[config.mk]
export PLATFORM = sky130hd
export DESIGN_NAME = lane_lvds_1_10_flat
export DESIGN_NICKNAME = d
export VERILOG_FILES = /design/src/rtl/lvds_pkg.sv /design/src/rtl/lane_lvds_1_10_if.sv /design/src/rtl/lane_word_align.sv /design/src/rtl/lane_lvds_1_10.sv /design/src/flat_wrapper.sv
export SDC_FILE = /design/constraint.sdc
export NUM_CORES = 1
export LEC_CHECK = 0
export ABC_AREA = 0
export BUFFER_PORTS_ARGS = -buffer_cell sky130_fd_sc_hd__buf_2
export CAP_MARGIN = 20
export CORE_MARGIN = 2
export CORE_UTILIZATION = 43
export CTS_CLUSTER_SIZE = 40
export DETAILED_ROUTE_END_ITERATION = 16
export GPL_TIMING_DRIVEN = 0
export PLACE_DENSITY = 0.68
export SKIP_CTS_REPAIR_TIMING = 1
export SYNTH_ARGS = -nofsm -noshare
export SYNTH_HDL_FRONTEND = slang
export SYNTH_SLANG_ARGS = --single-unit
[constraint.sdc]
create_clock -name I_serial_clk -period 2.95 [get_ports I_serial_clk]
set_input_delay 0.295 -clock I_serial_clk [delete_from_list [all_inputs] [get_ports I_serial_clk]]
set_output_delay 0.295 -clock I_serial_clk [all_outputs]
set_load 0.05 [all_outputs]
[src/rtl/lvds_pkg.sv]
//==============================================================================
// Module : lvds_pkg
// Brief  : Shared constants and types for the 1:10 LVDS/TMDS receive lane.
// Rev    : 1.0 - initial release
//==============================================================================
`default_nettype none

package lvds_pkg;

    localparam int unsigned C_WORD_W = 10;

    localparam logic [C_WORD_W-1:0] C_TOKEN_0 = 10'b1101010100;
    localparam logic [C_WORD_W-1:0] C_TOKEN_1 = 10'b0010101011;
    localparam logic [C_WORD_W-1:0] C_TOKEN_2 = 10'b0101010100;
    localparam logic [C_WORD_W-1:0] C_TOKEN_3 = 10'b1010101011;

    typedef enum logic [1:0] {
        ST_SEARCH  = 2'd0,
        ST_CONFIRM = 2'd1,
        ST_SLIP    = 2'd2,
        ST_LOCKED  = 2'd3
    } align_state_t;

    function automatic logic is_token(input logic [C_WORD_W-1:0] word);
        return (word == C_TOKEN_0) || (word == C_TOKEN_1) ||
               (word == C_TOKEN_2) || (word == C_TOKEN_3);
    endfunction

endpackage

`default_nettype wire

[src/rtl/lane_lvds_1_10_if.sv]
//==============================================================================
// Module : lane_lvds_1_10_if
// Brief  : DDR bit input and recovered-word output bundle of the receive lane.
// Rev    : 1.0 - initial release
//==============================================================================
`default_nettype none

interface lane_lvds_1_10_if;

    logic [1:0] I_ddr_data;
    logic [9:0] O_data;
    logic       O_data_valid;
    logic       O_token;
    logic       O_locked;
    logic [3:0] O_bit_offset;

    // master: the lane itself; slave: the DDR source / word consumer side
    modport master (
        input  I_ddr_data,
        output O_data, O_data_valid, O_token, O_locked, O_bit_offset
    );

    modport slave (
        output I_ddr_data,
        input  O_data, O_data_valid, O_token, O_locked, O_bit_offset
    );

endinterface

`default_nettype wire

[src/rtl/lane_word_align.sv]
//==============================================================================
// Module : lane_word_align
// Brief  : Word-boundary search FSM: bit-slip on token absence, lock tracking.
// Rev    : 1.0 - initial release
//==============================================================================
`default_nettype none

module lane_word_align #(
    parameter int unsigned P_LOCK_CNT     = 16,
    parameter int unsigned P_SEARCH_WORDS = 4096,
    parameter int unsigned P_UNLOCK_WORDS = 8192
) (
    input  wire logic       I_serial_clk,
    input  wire logic       I_rst_n,
    input  wire logic       I_word_stb,
    input  wire logic       I_token,
    output logic      [3:0] O_offset,
    output logic            O_locked
);
    import lvds_pkg::*;

    localparam int unsigned C_SW = $clog2(P_SEARCH_WORDS + 1);
    localparam int unsigned C_MW = $clog2(P_LOCK_CNT + 1);
    localparam int unsigned C_UW = $clog2(P_UNLOCK_WORDS + 1);
    localparam logic [3:0]  C_OFF_MAX = 4'd9;

    align_state_t    r_state, w_state_nxt;
    logic [C_SW-1:0] r_search_cnt, w_search_nxt, w_search_inc;
    logic [C_MW-1:0] r_match_cnt, w_match_nxt, w_match_inc;
    logic [C_UW-1:0] r_unlock_cnt, w_unlock_nxt, w_unlock_inc;
    logic [3:0]      r_offset, w_offset_nxt;

    assign w_search_inc = r_search_cnt + 1'b1;
    assign w_match_inc  = r_match_cnt + 1'b1;
    assign w_unlock_inc = r_unlock_cnt + 1'b1;

    always_ff @(posedge I_serial_clk or negedge I_rst_n) begin
        if (!I_rst_n) begin
            r_state      <= ST_SEARCH;
            r_search_cnt <= '0;
            r_match_cnt  <= '0;
            r_unlock_cnt <= '0;
            r_offset     <= '0;
        end else begin
            r_state      <= w_state_nxt;
            r_search_cnt <= w_search_nxt;
            r_match_cnt  <= w_match_nxt;
            r_unlock_cnt <= w_unlock_nxt;
            r_offset     <= w_offset_nxt;
        end
    end

    // One decision per captured word; all transitions fire on the exact count.
    always_comb begin
        w_state_nxt  = r_state;
        w_search_nxt = r_search_cnt;
        w_match_nxt  = r_match_cnt;
        w_unlock_nxt = r_unlock_cnt;
        w_offset_nxt = r_offset;
        if (I_word_stb) begin
            unique case (r_state)
                ST_SEARCH: begin
                    if (I_token) begin
                        w_state_nxt = ST_CONFIRM;
                        w_match_nxt = C_MW'(1);
                    end else if (w_search_inc == C_SW'(P_SEARCH_WORDS)) begin
                        w_state_nxt  = ST_SLIP;
                        w_search_nxt = '0;
                    end else begin
                        w_search_nxt = w_search_inc;
                    end
                end
                ST_CONFIRM: begin
                    if (!I_token) begin
                        w_state_nxt  = ST_SEARCH;
                        w_match_nxt  = '0;
                        w_search_nxt = '0;
                    end else if (w_match_inc == C_MW'(P_LOCK_CNT)) begin
                        w_state_nxt = ST_LOCKED;
                        w_match_nxt = '0;
                    end else begin
                        w_match_nxt = w_match_inc;
                    end
                end
                ST_SLIP: begin
                    // The word seen here straddles the old boundary and is ignored.
                    w_offset_nxt = (r_offset == C_OFF_MAX) ? 4'd0 : r_offset + 4'd1;
                    w_state_nxt  = ST_SEARCH;
                    w_search_nxt = '0;
                end
                ST_LOCKED: begin
                    if (I_token) begin
                        w_unlock_nxt = '0;
                    end else if (w_unlock_inc == C_UW'(P_UNLOCK_WORDS)) begin
                        w_state_nxt  = ST_SEARCH;
                        w_unlock_nxt = '0;
                        w_search_nxt = '0;
                        w_match_nxt  = '0;
                    end else begin
                        w_unlock_nxt = w_unlock_inc;
                    end
                end
                default: w_state_nxt = ST_SEARCH;
            endcase
        end
    end

    always_comb begin
        O_offset = r_offset;
        O_locked = (r_state == ST_LOCKED);
    end

endmodule

`default_nettype wire

[src/rtl/lane_lvds_1_10.sv]
//==============================================================================
// Module : lane_lvds_1_10
// Brief  : 1:10 DDR deserializer lane with token-based word alignment.
// Rev    : 1.0 - initial release
//==============================================================================
`default_nettype none

module lane_lvds_1_10 #(
    parameter int unsigned P_LOCK_CNT     = 16,
    parameter int unsigned P_SEARCH_WORDS = 4096,
    parameter int unsigned P_UNLOCK_WORDS = 8192
) (
    input  wire logic         I_serial_clk,
    input  wire logic         I_rst_n,
    lane_lvds_1_10_if.master  bus
);
    import lvds_pkg::*;

    localparam logic [2:0] C_PHASE_LAST = 3'd4;

    logic [2*C_WORD_W-1:0] r_hist;
    logic [2*C_WORD_W-1:0] w_hist_shr;
    logic [2:0]            r_phase;
    logic [C_WORD_W-1:0]   r_data;
    logic                  r_valid;
    logic                  r_token;
    logic [C_WORD_W-1:0]   w_window;
    logic                  w_token;
    logic                  w_word_stb;
    logic [3:0]            w_offset;
    logic                  w_locked;
    logic                  w_hist_unused;

    assign w_word_stb    = (r_phase == C_PHASE_LAST);
    assign w_hist_shr    = r_hist >> w_offset;
    assign w_window      = w_hist_shr[C_WORD_W-1:0];
    assign w_hist_unused = ^w_hist_shr[2*C_WORD_W-1:C_WORD_W];
    assign w_token       = is_token(w_window);

    // hist[0] is the newest bit; the rising-edge sample is older than the falling one.
    always_ff @(posedge I_serial_clk or negedge I_rst_n) begin
        if (!I_rst_n) begin
            r_hist  <= '0;
            r_phase <= '0;
            r_data  <= '0;
            r_valid <= 1'b0;
            r_token <= 1'b0;
        end else begin
            r_hist  <= {r_hist[2*C_WORD_W-3:0], bus.I_ddr_data[1], bus.I_ddr_data[0]};
            r_phase <= (r_phase == C_PHASE_LAST) ? 3'd0 : r_phase + 3'd1;
            r_valid <= w_word_stb;
            if (w_word_stb) begin
                r_data  <= w_window;
                r_token <= w_token;
            end
        end
    end

    lane_word_align #(
        .P_LOCK_CNT     (P_LOCK_CNT),
        .P_SEARCH_WORDS (P_SEARCH_WORDS),
        .P_UNLOCK_WORDS (P_UNLOCK_WORDS)
    ) u_align (
        .I_serial_clk (I_serial_clk),
        .I_rst_n      (I_rst_n),
        .I_word_stb   (w_word_stb),
        .I_token      (w_token),
        .O_offset     (w_offset),
        .O_locked     (w_locked)
    );

    assign bus.O_data       = r_data;
    assign bus.O_data_valid = r_valid;
    assign bus.O_token      = r_token;
    assign bus.O_locked     = w_locked;
    assign bus.O_bit_offset = w_offset;

endmodule

`default_nettype wire
[src/flat_wrapper.sv]
// flat-port wrapper written by rule: the top's interface ports become plain ports
module lane_lvds_1_10_flat import lvds_pkg::*;
#(
    parameter int unsigned P_LOCK_CNT     = 16,
    parameter int unsigned P_SEARCH_WORDS = 4096,
    parameter int unsigned P_UNLOCK_WORDS = 8192
)
  (I_serial_clk, I_rst_n, bus_I_ddr_data, bus_O_data, bus_O_data_valid, bus_O_token, bus_O_locked, bus_O_bit_offset);
  lane_lvds_1_10_if bus_i ();
  input  wire logic I_serial_clk;
  input  wire logic I_rst_n;
  input wire logic [$bits(bus_i.I_ddr_data)-1:0] bus_I_ddr_data;
  output wire logic [$bits(bus_i.O_data)-1:0] bus_O_data;
  output wire logic [$bits(bus_i.O_data_valid)-1:0] bus_O_data_valid;
  output wire logic [$bits(bus_i.O_token)-1:0] bus_O_token;
  output wire logic [$bits(bus_i.O_locked)-1:0] bus_O_locked;
  output wire logic [$bits(bus_i.O_bit_offset)-1:0] bus_O_bit_offset;
  assign bus_i.I_ddr_data = bus_I_ddr_data;
  assign bus_O_data = bus_i.O_data;
  assign bus_O_data_valid = bus_i.O_data_valid;
  assign bus_O_token = bus_i.O_token;
  assign bus_O_locked = bus_i.O_locked;
  assign bus_O_bit_offset = bus_i.O_bit_offset;
  lane_lvds_1_10 #(.P_LOCK_CNT(P_LOCK_CNT), .P_SEARCH_WORDS(P_SEARCH_WORDS), .P_UNLOCK_WORDS(P_UNLOCK_WORDS)) u_core (.I_serial_clk(I_serial_clk), .I_rst_n(I_rst_n), .bus(bus_i));
endmodule
# Yosys cells after proc, flatten, opt, wreduce, memory -nomap -nowiden
# Cells that the tools add are included.
dict set report word_totals {
  elab_cells 68
  regBits 73
  out_inout_bits 17
}
dict set report classes {
  eq_ne 19
  shift 1
  n_reduce_logical 10
  addsub 5
  n_mux 23
}
# operator n
set ops {}
lappend ops {{$mux W13} 5}
lappend ops {{$pmux W13 S4} 1}
lappend ops {{$mux W14} 2}
lappend ops {{$mux W5} 5}
lappend ops {{$eq A10 B10 Y1 const B} 2}
lappend ops {{$shr A20 B4 Y10} 1}
lappend ops {{$pmux W5 S3} 1}
lappend ops {{$reduce_and A5 Y1} 3}
lappend ops {{$add A14 B1 Y14 const B} 1}
lappend ops {{$eq A14 B14 Y1 const B} 1}
lappend ops {{$add A13 B1 Y13 const B} 1}
lappend ops {{$eq A13 B13 Y1 const B} 1}
lappend ops {{$mux W2} 6}
lappend ops {{$eq A10 B8 Y1 const B} 1}
lappend ops {{$eq A10 B9 Y1 const B} 1}
lappend ops {{$ne A2 B2 Y1 const B} 4}
lappend ops {{$pmux W2 S4} 1}
lappend ops {{$ne A3 B3 Y1 const B} 2}
lappend ops {{$add A5 B1 Y5 const B} 1}
lappend ops {{$eq A5 B5 Y1 const B} 1}
lappend ops {{$add A4 B1 Y4 const B} 1}
lappend ops {{$eq A2 B2 Y1 const B} 2}
lappend ops {{$eq A4 B4 Y1 const B} 1}
lappend ops {{$mux W4} 1}
lappend ops {{9 further kinds} 12}

# Depth between registers and ports, before layout
dict set report depth {
  ltp_word 7
  mapped_depth 13
}

# Cells and area by module
# A second synthesis with hierarchy kept.
dict set report unflattened {
  cells_unflattened 425
  area_unflattened_um2 4354.2
}
# mod n_inst area_each_um2 cells_each
set modules_own_cells {}
lappend modules_own_cells {lane_word_align 1 2362.3 285}
lappend modules_own_cells {lane_lvds_1_10 1 1991.9 140}

# Worst setup path after synthesis
# Ideal clock, no wire load.
dict set report synth_path {
  path_type {register to register}
  from {register u_core.u_align.r_offset[1], in the netlist u_core.u_align.O_offset[1]}
  to {register u_core.u_align.r_search_cnt[12]}
  synth_period_minus_slack_ns 3.177
  stages_incl_launch_ff 11
  t_arrival_ns 3.052
  setup_slack_ns -0.227
  path_buffers 2
  t_required_ns 2.825
  path_cell_list {dfrtp_1 > buf_6 > buf_6 > mux4_2 > mux2_4 > nor3_1 > o211ai_1 > nor3_4 > a2111oi_4 > or2_4 > mux2_4}
}
dict set report synth_via {
  elab_chain_cells 7
  elab_cells_between_ends 12
  classes_between {eq/ne: 7; shift: 1; reduce/logical: 4}
}
# element line
set synth_lines {}
lappend synth_lines {{start, declared} lane_word_align.sv:31} ;# logic [3:0] r_offset, w_offset_nxt;
lappend synth_lines {{start signal, assigned} lane_word_align.sv:49} ;# r_offset <= w_offset_nxt;
lappend synth_lines {{$shr A20 B4 Y10 *} lane_lvds_1_10.sv:35} ;# assign w_hist_shr = r_hist >> w_offset;
lappend synth_lines {{$eq A10 B10 Y1 or $eq A10 B8 Y1 (tied branches)} lvds_pkg.sv:25} ;# return (word == C_TOKEN_0) || (word == C_TOKEN_1) ||
lappend synth_lines {{$logic_or A1 B1 Y1 (2 in a row)} lvds_pkg.sv:25}
lappend synth_lines {{$logic_or A1 B1 Y1 *} lvds_pkg.sv:26} ;# (word == C_TOKEN_2) || (word == C_TOKEN_3);
lappend synth_lines {{$ne A2 B2 Y1 (no line)} -}
lappend synth_lines {{$reduce_and A5 Y1 (no line) *} -}
lappend synth_lines {{end signal, assigned} lane_word_align.sv:46} ;# r_search_cnt <= w_search_nxt;
lappend synth_lines {{end, declared} lane_word_align.sv:28} ;# logic [C_SW-1:0] r_search_cnt, w_search_nxt, w_search_inc;
# Every way passes the cells marked *; elsewhere a longest branch is shown, timed or not.
# A chain may end at the register's enable or synchronous reset.

# Worst setup path in the final report
dict set report layout_path {
  from {register u_core.u_align.r_offset[3], in the netlist u_core.u_align.O_offset[3]}
  to {register u_core.u_align.r_search_cnt[12]}
}
# Same word-level chain as after synthesis.

==> impl_metrics.ini <==
[critical_path]
critPathCaptureType = flop
endpoint = u_core.u_align.r_search_cnt[12]$_DFFE_PN0P_
path_max_fanout = 9
cp.required_ns = 3.19
crit_start = u_core.u_align.O_offset[3]$_DFFE_PN0P_
critPathSlowestCell = mux4_2
arrival_ns = 3.28
r2r-start = u_core.u_align.O_offset[3]$_DFFE_PN0P_
r2r_end = u_core.u_align.r_search_cnt[12]$_DFFE_PN0P_
max_stage_delay_ns = 0.55
cp-start-kind = flop
reg2reg_slack_ns = -0.08
crit_type = reg -> reg
reg2regPathDepth = 10
path_cells = buf_6 -> mux4_2 -> mux2_4 -> o31ai_2 -> nor4_2 -> and3_4 -> buf_6 -> a2111oi_4 -> or2_4 -> mux2_4

[final_layout]
n_fill_cell = 934
drive_gt1_share_pct = 26.0
layout_common_cells = 68 x dfrtp_1, 44 x nand2_1, 31 x nand3_1, 25 x nor2_1, 22 x buf_2
area_delta_synth_final_pct = 18.3
layout_commonest_cell = dfrtp_1
fin_nets = 509
final_core_util_pct = 51.8
insertedDiodeCount = 0

[global_route]
gr-total-overflow = 0
first_global_vias = 3534
grt_first_pass_wirelength_mm = 17.6
grt_antenna_before_repair = 0
grt_max_degree = 56
grt_usage_pct = 19.4

[logic_synthesis]
yosysWarnings = 0
ys_types = 72
netlist.area_leader.share_pct = 40.9
synth.avg_cell_area_sq_um = 9.81
synth_area_sq_mm = 0.00446
synthTopCellsByArea = dfrtp_1 41%, mux4_2 6.6%, nand2_1 3.8%
syn_inst = 455
synthArstFlopShare_pct = 100
synth_largest_area_cell = dfrtp_1
synthFlopType = dfrtp_1
synth_edf_count = 0
ys_seq_elements = 73
synth_fp_nets = 465
seq_area_frac_synth_pct = 40.9

[power_and_ir_drop]
power_density_mw_per_mm2 = 404
power.internal_w = 0.00158
pwr-share-seq_pct = 50.3
ir_drop_mv = 0.251
power.share.combinational_pct = 8.6
switching_power_w = 0.000557
leakagePower_nw = 2.13
p_clk_share_pct = 41.1
swShare_pct = 26.1

[timing]
max_freq_mhz = 330
finalSetupViolCount = 20
fin_skew_ns = 0.0107
hold_viol = 0
fin_ws_ns = -0.0833
min_period_over_period_pct = 103
rsz0062_at_grt = yes
finalMaxSlewViolations = 0
tns_ns = -0.560
min_period_ns = 3.03
slew_headroom_pct = 59.2
tightest_slew_ns = 0.596

[floorplan]
dieArea_sq_mm = 0.0112
coreArea_sq_mm = 0.0102
die_h_um = 106
start_util_pct = 43.8
ios = 21
die_width_um = 106
rows = 37

[placement]
portBuffers = 20
place.gp.congestion = 0.916
dpl.hpwl_mm = 7.12
place_ws_ns = -0.424

[drt]
firstDrtPassIters = 5
viasPerCell = 5.96
drtIter0Drc = 191
antenna_left = 0
vias = 3815
remaining_drc_errors = 0
wl_mm = 10.6
wl_per_cell_um = 16.6

[status]
violations = setup timing
outcome = complete, but fails checks

[cts]
root_buffer = clkbuf_8
cts_buffers = 9
htree_levels = 3
clk_latency_ns = 0.36
cts.clk_slew.worst_paths_ns = 0.08
clock-sinks = 73
cts_tree = built
clock_path_buffers = 2

[hold_path]
hold_class = in -> reg

[flow_run]
max_cap_violations = 0
cell type report:
type | count | area (sq um) | area share (%)
Buffer | 27 | 196 | 3.72
Clock buffer | 9 | 124 | 2.35
Clock inverter | 7 | 95.1 | 1.80
Inverter | 20 | 75.1 | 1.42
Multi-Input combinational cell | 335 | 2540 | 48.2
Sequential cell | 73 | 1830 | 34.7
Tap cell | 136 | 170 | 3.22
Timing Repair Buffer | 33 | 240 | 4.55
Yosys cell counts, types with 3 or more instances:
library cell	count
dfrtp_1	73
nand2_1	45
nand3_1	32
nor2_1	27
inv_1	19
o21ai_0	17
mux2i_1	14
mux4_2	13
nor3_1	13
a21oi_1	12
clkbuf_1	12
nand4_1	12
and3_1	11
or3_1	11
o211ai_1	10
mux2_2	9
buf_2	7
a31oi_1	6
ha_1	6
nor4_1	6
and2_1	5
buf_6	5
nand2b_1	5
o21a_1	5
mux2_4	4
nand3b_1	4
o21ai_1	4
a211oi_1	3
a22oi_1	3
a2bb2oi_1	3
nor2b_1	3
o211ai_2	3
o2bb2ai_1	3
or2_2	3
critical path, delay by kind of cell (launching register included):
family	cells	cell delay [ns]
AND/OR/NAND/NOR	3	0.47
buffers and inverters	2	0.28
AO/OA/AOI/OAI	2	0.62
multiplexers	3	1.18
flip-flops	1	0.38
kinds of logic after synthesis:
group	synth area share (%)
simple gates	22.7
compound gates	15.6
flops	40.9
buf+inv	5.10
mux	13.6
fa+ha+maj	1.68
xor+xnor	0.393
metal layers:
layer,global-route usage [%],wire length (um),vias up
met3,4.14,498,24
met2,28.6,4900,111
met4,6.48,228,0
li1,-,-,1796
met1,28.3,5000,1884
met5,0,0,-
state kept, by name (all words and copies together) (netlist names), 2 cells and up:
name                         count
u_core.r_hist                   20
u_core.u_align.r_unlock_cnt     14
u_core.u_align.r_search_cnt     13
u_core.bus.O_data               10
u_core.u_align.r_match_cnt       5
u_core.u_align.O_offset          4
u_core.r_phase                   3
u_core.u_align.r_state           2
how the worst min path moves through the flow:
stage	from	endpoint	slack, ns	cells after the start
2_1_floorplan	I_rst_n	u_core.bus.O_data[0]$_DFFE_PN0P_	-0.0006	0
3_3_place_gp	u_core.r_hist[0]$_DFF_PN0_	u_core.r_hist[2]$_DFF_PN0_	0.37	0
3_5_place_dp	I_rst_n	u_core.r_phase[0]$_DFF_PN0_	0.20	1
4_1_cts	I_rst_n	u_core.r_hist[0]$_DFF_PN0_	-0.19	1
5_1_grt	bus_I_ddr_data[0]	u_core.r_hist[0]$_DFF_PN0_	0.02	1
6_report	bus_I_ddr_data[0]	u_core.r_hist[0]$_DFF_PN0_	0.04	1
power groups by stage:
stage | clock [W] | sequential, W | combinational [W]
2_1_floorplan | 0 | 0.00111 | 0.0000913
3_3_place_gp | 0 | 0.00109 | 0.000162
3_5_place_dp | 0 | 0.00109 | 0.000172
4_1_cts | 0.000901 | 0.00107 | 0.000173
5_1_grt | 0.000940 | 0.00108 | 0.000203
6_report | 0.000878 | 0.00107 | 0.000183
stage by stage:
step / hold WS (ns) / instances / cell area [sq um] / power, W
floorplan: -0.000591 / 455 / 4480 / 0.00120
global placement: 0.366 / 611 / 4750 / 0.00125
detailed placement: 0.200 / 612 / 4780 / 0.00126
CTS: -0.187 / 628 / 5000 / 0.00215
global route: 0.0161 / 640 / 5280 / 0.00222
finish: 0.0399 / 640 / 5280 / 0.00214
(Power assumes the default switching activity.)
